### src/rtl/mem_stage_ctrl.sv
// Memory-stage controller: captures one load/store from the pipeline, holds it
// stable towards a multi-cycle memory with a done/stall handshake, stalls the
// pipeline until completion and returns the load result for one cycle.
// Also handles load-immediate bypass, request/memory/timeout error reporting
// and a saturating count of pipeline stall cycles.
module mem_stage_ctrl #(
    parameter int DATA_W    = 16,
    parameter int ADDR_W    = 16,
    parameter int TIMEOUT   = 64,
    parameter int ALIGN_CHK = 1,
    parameter int CNT_W     = 16
) (
    input  logic              clk,
    input  logic              rst,
    input  logic              req_rd,
    input  logic              req_wr,
    input  logic [ADDR_W-1:0] req_addr,
    input  logic [DATA_W-1:0] req_wdata,
    input  logic              bypass,
    input  logic [DATA_W-1:0] bypass_data,
    output logic              stall_out,
    output logic [DATA_W-1:0] rdata_out,
    output logic              valid_out,
    output logic              err,
    output logic [CNT_W-1:0]  stall_cnt,
    output logic              mem_rd,
    output logic              mem_wr,
    output logic [ADDR_W-1:0] mem_addr,
    output logic [DATA_W-1:0] mem_wdata,
    input  logic [DATA_W-1:0] mem_rdata,
    input  logic              mem_done,
    input  logic              mem_stall,
    input  logic              mem_err
);

    // Timeout counter must be able to hold TIMEOUT-1.
    localparam int TO_W = (TIMEOUT > 2) ? $clog2(TIMEOUT) : 1;
    localparam logic [TO_W-1:0] TO_LAST = TO_W'(TIMEOUT - 1);

    typedef enum logic [1:0] {
        ST_IDLE = 2'd0,
        ST_BUSY = 2'd1,
        ST_RESP = 2'd2
    } state_t;

    // Odd addresses are only rejected when the alignment check is enabled.
    function automatic logic addr_misaligned(input logic [ADDR_W-1:0] addr);
        return (ALIGN_CHK != 0) && addr[0];
    endfunction

    state_t            state_q, state_d;
    logic              mem_rd_q, mem_rd_d;
    logic              mem_wr_q, mem_wr_d;
    logic              op_rd_q, op_rd_d;
    logic [ADDR_W-1:0] addr_q, addr_d;
    logic [DATA_W-1:0] wdata_q, wdata_d;
    logic [DATA_W-1:0] rdata_q, rdata_d;
    logic              valid_q, valid_d;
    logic              err_q, err_d;
    logic [CNT_W-1:0]  stall_cnt_q, stall_cnt_d;
    logic [TO_W-1:0]   tmo_q, tmo_d;

    logic              misaligned_s;
    logic              req_ok_s;
    logic              req_bad_s;
    logic              stall_s;

    // Classify the incoming pipeline request (bypass overrides everything).
    always_comb begin
        misaligned_s = addr_misaligned(req_addr);
        req_ok_s     = ~bypass & (req_rd ^ req_wr) & ~misaligned_s;
        req_bad_s    = ~bypass & ((req_rd & req_wr) |
                                  ((req_rd | req_wr) & misaligned_s));
    end

    // Next-state and datapath update for the IDLE/BUSY/RESP sequence.
    always_comb begin
        state_d  = state_q;
        mem_rd_d = mem_rd_q;
        mem_wr_d = mem_wr_q;
        op_rd_d  = op_rd_q;
        addr_d   = addr_q;
        wdata_d  = wdata_q;
        rdata_d  = rdata_q;
        valid_d  = 1'b0;
        err_d    = err_q;
        tmo_d    = tmo_q;
        stall_s  = 1'b0;

        case (state_q)
            ST_IDLE: begin
                if (bypass) begin
                    // Immediate value is shown and remembered as the last result.
                    rdata_d = bypass_data;
                end else if (req_ok_s) begin
                    stall_s  = 1'b1;
                    addr_d   = req_addr;
                    wdata_d  = req_wdata;
                    op_rd_d  = req_rd;
                    mem_rd_d = req_rd;
                    mem_wr_d = req_wr;
                    tmo_d    = {TO_W{1'b0}};
                    state_d  = ST_BUSY;
                end else if (req_bad_s) begin
                    err_d = 1'b1;
                end else begin
                    state_d = ST_IDLE;
                end
            end

            ST_BUSY: begin
                stall_s = 1'b1;
                if (mem_err) begin
                    err_d = 1'b1;
                end else begin
                    err_d = err_q;
                end

                if (mem_done) begin
                    // Completion wins over a simultaneous timeout.
                    if (op_rd_q) begin
                        rdata_d = mem_rdata;
                    end else begin
                        rdata_d = rdata_q;
                    end
                    mem_rd_d = 1'b0;
                    mem_wr_d = 1'b0;
                    valid_d  = 1'b1;
                    state_d  = ST_RESP;
                end else if (tmo_q == TO_LAST) begin
                    err_d    = 1'b1;
                    rdata_d  = {DATA_W{1'b0}};
                    mem_rd_d = 1'b0;
                    mem_wr_d = 1'b0;
                    valid_d  = 1'b1;
                    state_d  = ST_RESP;
                end else begin
                    tmo_d = tmo_q + TO_W'(1);
                    if ((mem_rd_q | mem_wr_q) && !mem_stall) begin
                        // Request accepted this cycle; withdraw it next cycle.
                        mem_rd_d = 1'b0;
                        mem_wr_d = 1'b0;
                    end else begin
                        mem_rd_d = mem_rd_q;
                        mem_wr_d = mem_wr_q;
                    end
                end
            end

            ST_RESP: begin
                // Request inputs still belong to the completed instruction.
                state_d = ST_IDLE;
            end

            default: begin
                mem_rd_d = 1'b0;
                mem_wr_d = 1'b0;
                state_d  = ST_IDLE;
            end
        endcase
    end

    // Saturating count of cycles in which the pipeline is held.
    always_comb begin
        if (stall_s && (stall_cnt_q != {CNT_W{1'b1}})) begin
            stall_cnt_d = stall_cnt_q + CNT_W'(1);
        end else begin
            stall_cnt_d = stall_cnt_q;
        end
    end

    // State and datapath registers with synchronous reset.
    always_ff @(posedge clk) begin
        if (rst) begin
            state_q     <= ST_IDLE;
            mem_rd_q    <= 1'b0;
            mem_wr_q    <= 1'b0;
            op_rd_q     <= 1'b0;
            addr_q      <= {ADDR_W{1'b0}};
            wdata_q     <= {DATA_W{1'b0}};
            rdata_q     <= {DATA_W{1'b0}};
            valid_q     <= 1'b0;
            err_q       <= 1'b0;
            stall_cnt_q <= {CNT_W{1'b0}};
            tmo_q       <= {TO_W{1'b0}};
        end else begin
            state_q     <= state_d;
            mem_rd_q    <= mem_rd_d;
            mem_wr_q    <= mem_wr_d;
            op_rd_q     <= op_rd_d;
            addr_q      <= addr_d;
            wdata_q     <= wdata_d;
            rdata_q     <= rdata_d;
            valid_q     <= valid_d;
            err_q       <= err_d;
            stall_cnt_q <= stall_cnt_d;
            tmo_q       <= tmo_d;
        end
    end

    // Output drive: stall and bypass data must act within the request cycle.
    always_comb begin
        stall_out = stall_s;
        if ((state_q == ST_IDLE) && bypass) begin
            rdata_out = bypass_data;
        end else begin
            rdata_out = rdata_q;
        end
        valid_out = valid_q;
        err       = err_q;
        stall_cnt = stall_cnt_q;
        mem_rd    = mem_rd_q;
        mem_wr    = mem_wr_q;
        mem_addr  = addr_q;
        mem_wdata = wdata_q;
    end

endmodule

### config.mk
export PLATFORM = sky130hd
export DESIGN_NAME = mem_stage_ctrl
export DESIGN_NICKNAME = d
export VERILOG_FILES = /design/src/rtl/mem_stage_ctrl.sv
export SDC_FILE = /design/constraint.sdc
export NUM_CORES = 1
export LEC_CHECK = 0
export CAP_MARGIN = 40
export CORE_UTILIZATION = 35
export DETAILED_ROUTE_END_ITERATION = 10
export GPL_TIMING_DRIVEN = 0
export PLACE_DENSITY = 0.63
export RECOVER_POWER = 100
export SLEW_MARGIN = 20
export SYNTH_ARGS = -nofsm -noshare
export SYNTH_HDL_FRONTEND = slang
export SYNTH_SLANG_ARGS = --single-unit
### constraint.sdc
create_clock -name clk -period 3.45 [get_ports clk]
set_input_delay 0.69 -clock clk [delete_from_list [all_inputs] [get_ports clk]]
set_output_delay 0.69 -clock clk [all_outputs]
set_load 0.01 [all_outputs]
==> results of run 1 <==
[how the worst min path moves through the flow]
| stage | from | to | slack (ns) | cells past startpoint |
|---|---|---|---|---|
| 3_5_place_dp | mem_wdata[13] | mem_wdata[13] | 0.45 | 2 |
| 3_3_place_gp | mem_wdata[4] | mem_wdata[4] | 0.44 | 2 |
| 4_1_cts | mem_wdata[13] | mem_wdata[13] | 0.46 | 2 |
| 2_1_floorplan | op_rd_q | op_rd_q | 0.45 | 2 |
| 6_report | mem_wdata[6] | mem_wdata[6] | 0.45 | 2 |
| 5_1_grt | mem_wdata[13] | mem_wdata[13] | 0.47 | 2 |
[critical path, cell delays in order]
cell and delay, ns:
clkdlybuf4s50_1 0.56, clkbuf_8 0.21, nor3b_4 0.22, buf_4 0.20
mux2_2 0.33, clkdlybuf4s50_1 0.48
[power groups by stage]
stage	clock (mW)	sequential (mW)	combinational (mW)
final	0.661	0.942	0.344
after global routing	0.722	0.947	0.374
after CTS	0.685	0.943	0.352
after detailed placement	0	0.964	0.345
after global placement	0	0.962	0.341
after floorplan	0	0.967	0.146
[layout by cell type, fill, tap and decap left out, types with 2 or more instances in the layout]
cell,count
nand2_1,71
nand3_1,13
or3_1,5
nor3_1,6
nor2_1,10
clkinv_2,4
mux2i_1,2
clkbuf_1,27
a31oi_1,3
dfxtp_1,77
and4_1,3
buf_1,2
buf_2,4
o211ai_1,3
o32a_1,2
nand4_1,2
dlygate4sd3_1,53
nor4_1,2
o31ai_1,8
inv_1,26
clkbuf_8,10
mux2_2,16
ha_1,4
a22oi_1,2
a21oi_1,97
a211oi_1,17
nor2b_1,2
o21ai_0,10
nand2b_1,3
or4_1,12
and2_1,2
clkdlybuf4s50_1,85
nor3b_1,2
nand3b_1,2
[metal layers]
metal  up-vias  track usage [%]  share of wire, %
met5         -                0                 0
met4         0             4.59              0.82
met3         9             4.72               5.1
met2       100             33.0                48
met1      1714             24.6                46
li1       1911                -                 -
[sequential cells by signal, summed over array words and instances, names as in the netlist]
signal,flops
mem_addr,16
mem_wdata,16
rdata_q,16
stall_cnt,16
tmo_q,6
state_q,2
err,1
mem_rd,1
mem_wr,1
op_rd_q,1
valid_out,1
[layout make-up]
class	count	area (um^2)	area share [%]
plain buffers	33	148	2.73
clock buffers	9	124	2.29
clock inverters	7	66.3	1.23
inverters	26	97.6	1.80
multi-input cells	314	1850	34.2
flip-flops and latches	77	1540	28.5
well taps	133	166	3.08
repair buffers	144	1420	26.2
[timing repair]
item,CTS,global route
gates cloned,0,0
resized for setup,5,2
setup buffers,2,1
endpoints found under the setup margin,17,11
[stage by stage]
step	worst slack, ns	total power [mW]	instance area, um^2	hold slack [ns]	cells
2_1_floorplan	0.761	1.11	3620	0.454	450
3_3_place_gp	-0.727	1.30	5180	0.441	722
3_5_place_dp	-0.773	1.31	5180	0.446	723
4_1_cts	0.00946	1.98	5410	0.457	741
5_1_grt	-0.00902	2.04	5410	0.473	743
6_report	0.0556	1.95	5410	0.454	743
[cell families (layout without fill, tap and decap cells)]
| group | Yosys count | in the layout | synth area share, % |
|---|---|---|---|
| buf+inv | 59 | 219 | 6.36 |
| flops | 77 | 77 | 42.6 |
| simple gates | 142 | 142 | 19.9 |
| compound gates | 150 | 150 | 24.2 |
| mux | 18 | 18 | 5.53 |
| fa+ha+maj | 4 | 4 | 1.38 |
==> impl_metrics.json, run 1 <==
{
  "num-nets-final": 681,
  "cp-startpoint": "bypass",
  "die_h_um": 104,
  "p_sw_share_pct": 25.6,
  "postSynthCellCount": 450,
  "violations": "capacitance limit, slew limit",
  "gp_routability_congestion": 0.777,
  "drt_drc_violations_left": 0,
  "clkPwrFrac_pct": 33.9,
  "cts.path.max_buffers": 2,
  "first_pass_iters": 4,
  "worst_slew_pin_slew_ns": 1.63,
  "synth_edf_count": 0,
  "setup.worst_path.end": "rdata_out[3]",
  "drive_gt1_share_pct": 7.70,
  "ys_warn_count": 0,
  "cts.clk_slew.worst_paths_ns": 0.08,
  "fmax_mhz": 295,
  "path_class": "in -> out",
  "rows": 36,
  "rsz0062_at_grt": "true",
  "syn_nets": 526,
  "comb_power_share_pct": 17.7,
  "powerDensity_nw_per_um2": 360,
  "grt_start_max_net_pins": 14,
  "outcome": "complete, but fails checks",
  "synthTopCellsByArea": "dfxtp_1 43%, a21oi_1 13%, nand2_1 7.4%",
  "r2r_setup_slack_ns": 0.39,
  "cts_tree": "done",
  "synth_area_leader_cell": "dfxtp_1",
  "post-dp-hpwl_um": 7910,
  "insertion_delay_ns": 0.34,
  "postSynthAreaPerCell_um2": 8.05,
  "hold_violations": 0,
  "setup_tns_ns": 0,
  "synth_top_area_share_pct": 42.6,
  "synth.distinct_cells": 45,
  "timing.rr.end": "rdata_q[14]",
  "period_minus_slack_ns": 3.39,
  "routed_via_density": 5.03,
  "fp.dieArea_um2": 10800,
  "num_antenna_cells": 0,
  "ir_drop_uv": 238,
  "wl_per_cell_um": 14.3,
  "final_antenna_net_count": 0,
  "p_leak_nw": 2.06,
  "finalMaxSlewViolations": 9,
  "worstSetupEndpointType": "output pin",
  "finalClockSkew_ns": 0.00917,
  "reg2reg_depth": 7,
  "intPower_mw": 1.45,
  "start_util_pct": 36.5,
  "grt-ovfl-total": 0,
  "power_frac_seq_pct": 48.4,
  "relSlewSlack_pct": -10.0,
  "numCtsBuffers": 9,
  "required_ns": 2.76,
  "io_pins": 141,
  "worstPathMaxFanout": 10,
  "synth_common_cells": "97 x a21oi_1, 77 x dfxtp_1, 71 x nand2_1",
  "numClockSinks": 77,
  "die_x_um": 104,
  "h-tree-depth": 3,
  "ys_seq_area_share_pct": 42.6,
  "num-fill-cells": 1001,
  "r2r-start": "tmo_q[0]",
  "coreArea_um2": 9910,
  "switching_power_uw": 499,
  "yosysMostFrequentCell": "a21oi_1",
  "dr_total_vias": 3734,
  "grt_pass1_wl_um": 17400,
  "cts-root-buf": "clkbuf_8",
  "final_util_pct": 54.6,
  "synthFlopType": "dfxtp_1",
  "synth_area_um2": 3620,
  "hold_path.class": "reg -> reg",
  "drv_cap": 1,
  "syn_to_final_growth_pct": 49.4,
  "synthArstFlopShare_pct": 0,
  "antenna_found_initial": 0,
  "cts_hold_buffers": 0,
  "worstPathArrival_ns": 2.70,
  "synth_seq_cells": 77,
  "start_kind": "input pin",
  "drt-initial-drc-count": 124,
  "grt_use_total_pct": 19.4,
  "wl_um": 10600,
  "setup_violations": 0,
  "grt_pass1_vias": 3581,
  "io_buffers": 139,
  "min_period_over_period_pct": 98.4
}
Power figures use the tool's default switching activity.
==> run 2, diff against run 1 <==
CTS_CLUSTER_DIAMETER = 60   (was unset)
==> results of run 2 <==
Same layout as run 1: the final DEF is identical, and so are final timing and power.
==> patch (config.mk and constraints of run 2) <==
Change the parameter `DATA_W` from 16 to 32.
--- a/src/rtl/mem_stage_ctrl.sv
+++ b/src/rtl/mem_stage_ctrl.sv
@@ -4,7 +4,7 @@
 // Also handles load-immediate bypass, request/memory/timeout error reporting
 // and a saturating count of pipeline stall cycles.
 module mem_stage_ctrl #(
-    parameter int DATA_W    = 16,
+    parameter int DATA_W    = 32,
     parameter int ADDR_W    = 16,
     parameter int TIMEOUT   = 64,
     parameter int ALIGN_CHK = 1,
Interface: changed (5 resized); port bits go from 141 to 221. The function was not compared with the original's and may differ.
==> patch against run 2 <==
  * Setup slack better by 69 ps
  * Sequential cell count rose by 32
  * Critical path depth is 1 lower
  * Register-to-register slack improved by 140 ps
  * Routed wire length up 57%
  * Clock skew barely moved
  * First-iteration DRC count rose by 110%
  * Largest power group unchanged
  * Combinational power increased by 64%
  * Largest cell class unchanged
  * Power increased by 48%
  * Synthesized area up 45%
  * Final area is 47% higher
  * Synthesized cell count increased by 45%
==> patch: results (changes against run 2) <==
[status]
outcome=finished clean  ; was complete, but fails checks

[hold_path]
holdCritStartpoint=mem_wdata[23]$_SDFFE_PP0P_  ; was mem_wdata[6]$_SDFFE_PP0P_

[place]
hpwlAfterDp_um=12700  ; was 7910 µm
gp_congestion=0.812  ; was 0.777

[power_and_ir_drop]
vdd_drop_max_v=0.000227  ; was 0.000238 V
switching_share_pct=26.1  ; was 25.6%

[route]
firstDrtPassIters=5  ; was 4
vias=5528  ; was 3,734
detail_route.iter0.violations=257  ; was 124

[synthesis]
ys_top_cells_by_area=sky130_fd_sc_hd__dfxtp_1 42%, sky130_fd_sc_hd__a21oi_1 15%, sky130_fd_sc_hd__mux2_2 8.1%  ; was sky130_fd_sc_hd__dfxtp_1 43%, sky130_fd_sc_hd__a21oi_1 13%, sky130_fd_sc_hd__nand2_1 7.4%
ys_top_cells_by_count=155 x sky130_fd_sc_hd__a21oi_1, 109 x sky130_fd_sc_hd__dfxtp_1, 105 x sky130_fd_sc_hd__nand2_1, 39 x sky130_fd_sc_hd__inv_1, 38 x sky130_fd_sc_hd__mux2_2  ; was 97 x sky130_fd_sc_hd__a21oi_1, 77 x sky130_fd_sc_hd__dfxtp_1, 71 x sky130_fd_sc_hd__nand2_1, 26 x sky130_fd_sc_hd__inv_1, 24 x sky130_fd_sc_hd__clkbuf_1
synthesis.area_per_instance_um2=8.04  ; was 8.05 µm²
mappedNetlistNets=778  ; was 526
synth_compound_area_share_pct=24.3  ; was 24.2%
muxShareOfSynthArea_pct=8.33  ; was 5.53%

[finish]
final_net_count=1009  ; was 681
drive_above_1_share_pct=8.76  ; was 7.70%
finish.cell_count_without_fillers=1074  ; was 743

[timing]
finClkSkew_ps=8.67  ; was 9.17 ps
worst_pin_slew_ps=1290  ; was 1630 ps

[global_routing]
grtUsageTotal_pct=21.3  ; was 19.4%
maximum_number_of_pins_on_one_net_before_global_route_repair=19  ; was 14
wire_length_of_the_first_global_routing_pass_um=26800  ; was 17,400 µm

[worst_setup_path]
timing.critical_path.slowest_cell_delay_ps=490  ; was 560 ps
critical_path_arrival_ps=2640  ; was 2700 ps

[cts]
clk_latency_ps=360  ; was 340 ps

## patch: cell types whose count changed in the layout (fill, tap and decap cells not counted), sizes merged, moves of 14 or more
cell and delta:
clkdlybuf4s50 +63, a21oi +58, nand2 +34, dfxtp +32, mux2 +22, a211oi +19, dlygate4sd3 +18, inv +14
## patch: what timing repair did
action,4_1_cts,5_1_grt
resized for setup,0,2
endpoints found under the setup margin,1,1
hold endpoints to repair,0,0
buffers inserted,1,0
## patch: power by group through the flow
| stage | sequential (µW) | clock [µW] | combinational, µW |
|---|---|---|---|
| after CTS | 1350 | 1010 | 575 |
| after global routing | 1350 | 1050 | 611 |
| final | 1350 | 975 | 563 |
| after detailed placement | 1380 | 0 | 570 |
| after global placement | 1380 | 0 | 560 |
| after floorplan | 1380 | 0 | 239 |
## patch: final cells by class
class / instances / area share [%]
Multi-Input combinational cell: 454 / 33.9
Timing Repair Buffer: 220 / 27.6
Sequential cell: 109 / 27.4
Tap cell: 184 / 2.89
Clock buffer: 10 / 2.88
Buffer: 52 / 2.85
Inverter: 39 / 1.84
Clock inverter: 6 / 0.598
## patch: per-layer routing
| layer | vias up | routed length (µm) | GRT usage, % |
|---|---|---|---|
| li1 | 2760 | - | - |
| met1 | 2568 | 7500 | 26.7 |
| met2 | 183 | 8040 | 36.1 |
| met3 | 17 | 805 | 4.73 |
| met4 | 0 | 297 | 6.52 |
| met5 | - | 0 | 0 |
## patch: logic make-up (layout without fill, tap and decap cells)
logic type / count (synthesis) / in the layout
compound gates: 220 / 220
fa+ha+maj: 4 / 4
buf+inv: 91 / 327
flops: 109 / 109
mux: 39 / 39
simple gates: 191 / 191
## patch: worst max-delay path, delay by kind of cell
| family | cells | cell delay, ps |
|---|---|---|
| mux | 1 | 390 |
| simple gates | 1 | 450 |
| buf+inv | 3 | 1100 |
## patch: stage by stage
stage | power (µW) | instance area (µm²) | setup WS [ps] | utilization, %
2_1_floorplan | 1620 | 5260 | 932 | -
3_3_place_gp | 1940 | 7680 | 0.165 | 52.6
3_5_place_dp | 1950 | 7680 | -10.3 | 52.6
4_1_cts | 2930 | 7960 | 7.59 | 54.6
5_1_grt | 3020 | 7950 | 28.7 | 54.5
6_report | 2890 | 7950 | 125 | 54.5
## patch: worst min path at each step
stage / endpoint / slack [ps] / cells past startpoint
floorplan: op_rd_q$_SDFFE_PP0P_ / 430 / 2
global placement: mem_wdata[16]$_SDFFE_PP0P_ / 440 / 2
detailed placement: op_rd_q$_SDFFE_PP0P_ / 440 / 2
CTS: mem_wdata[23]$_SDFFE_PP0P_ / 460 / 2
global route: mem_wdata[20]$_SDFFE_PP0P_ / 470 / 2
finish: mem_wdata[23]$_SDFFE_PP0P_ / 450 / 2
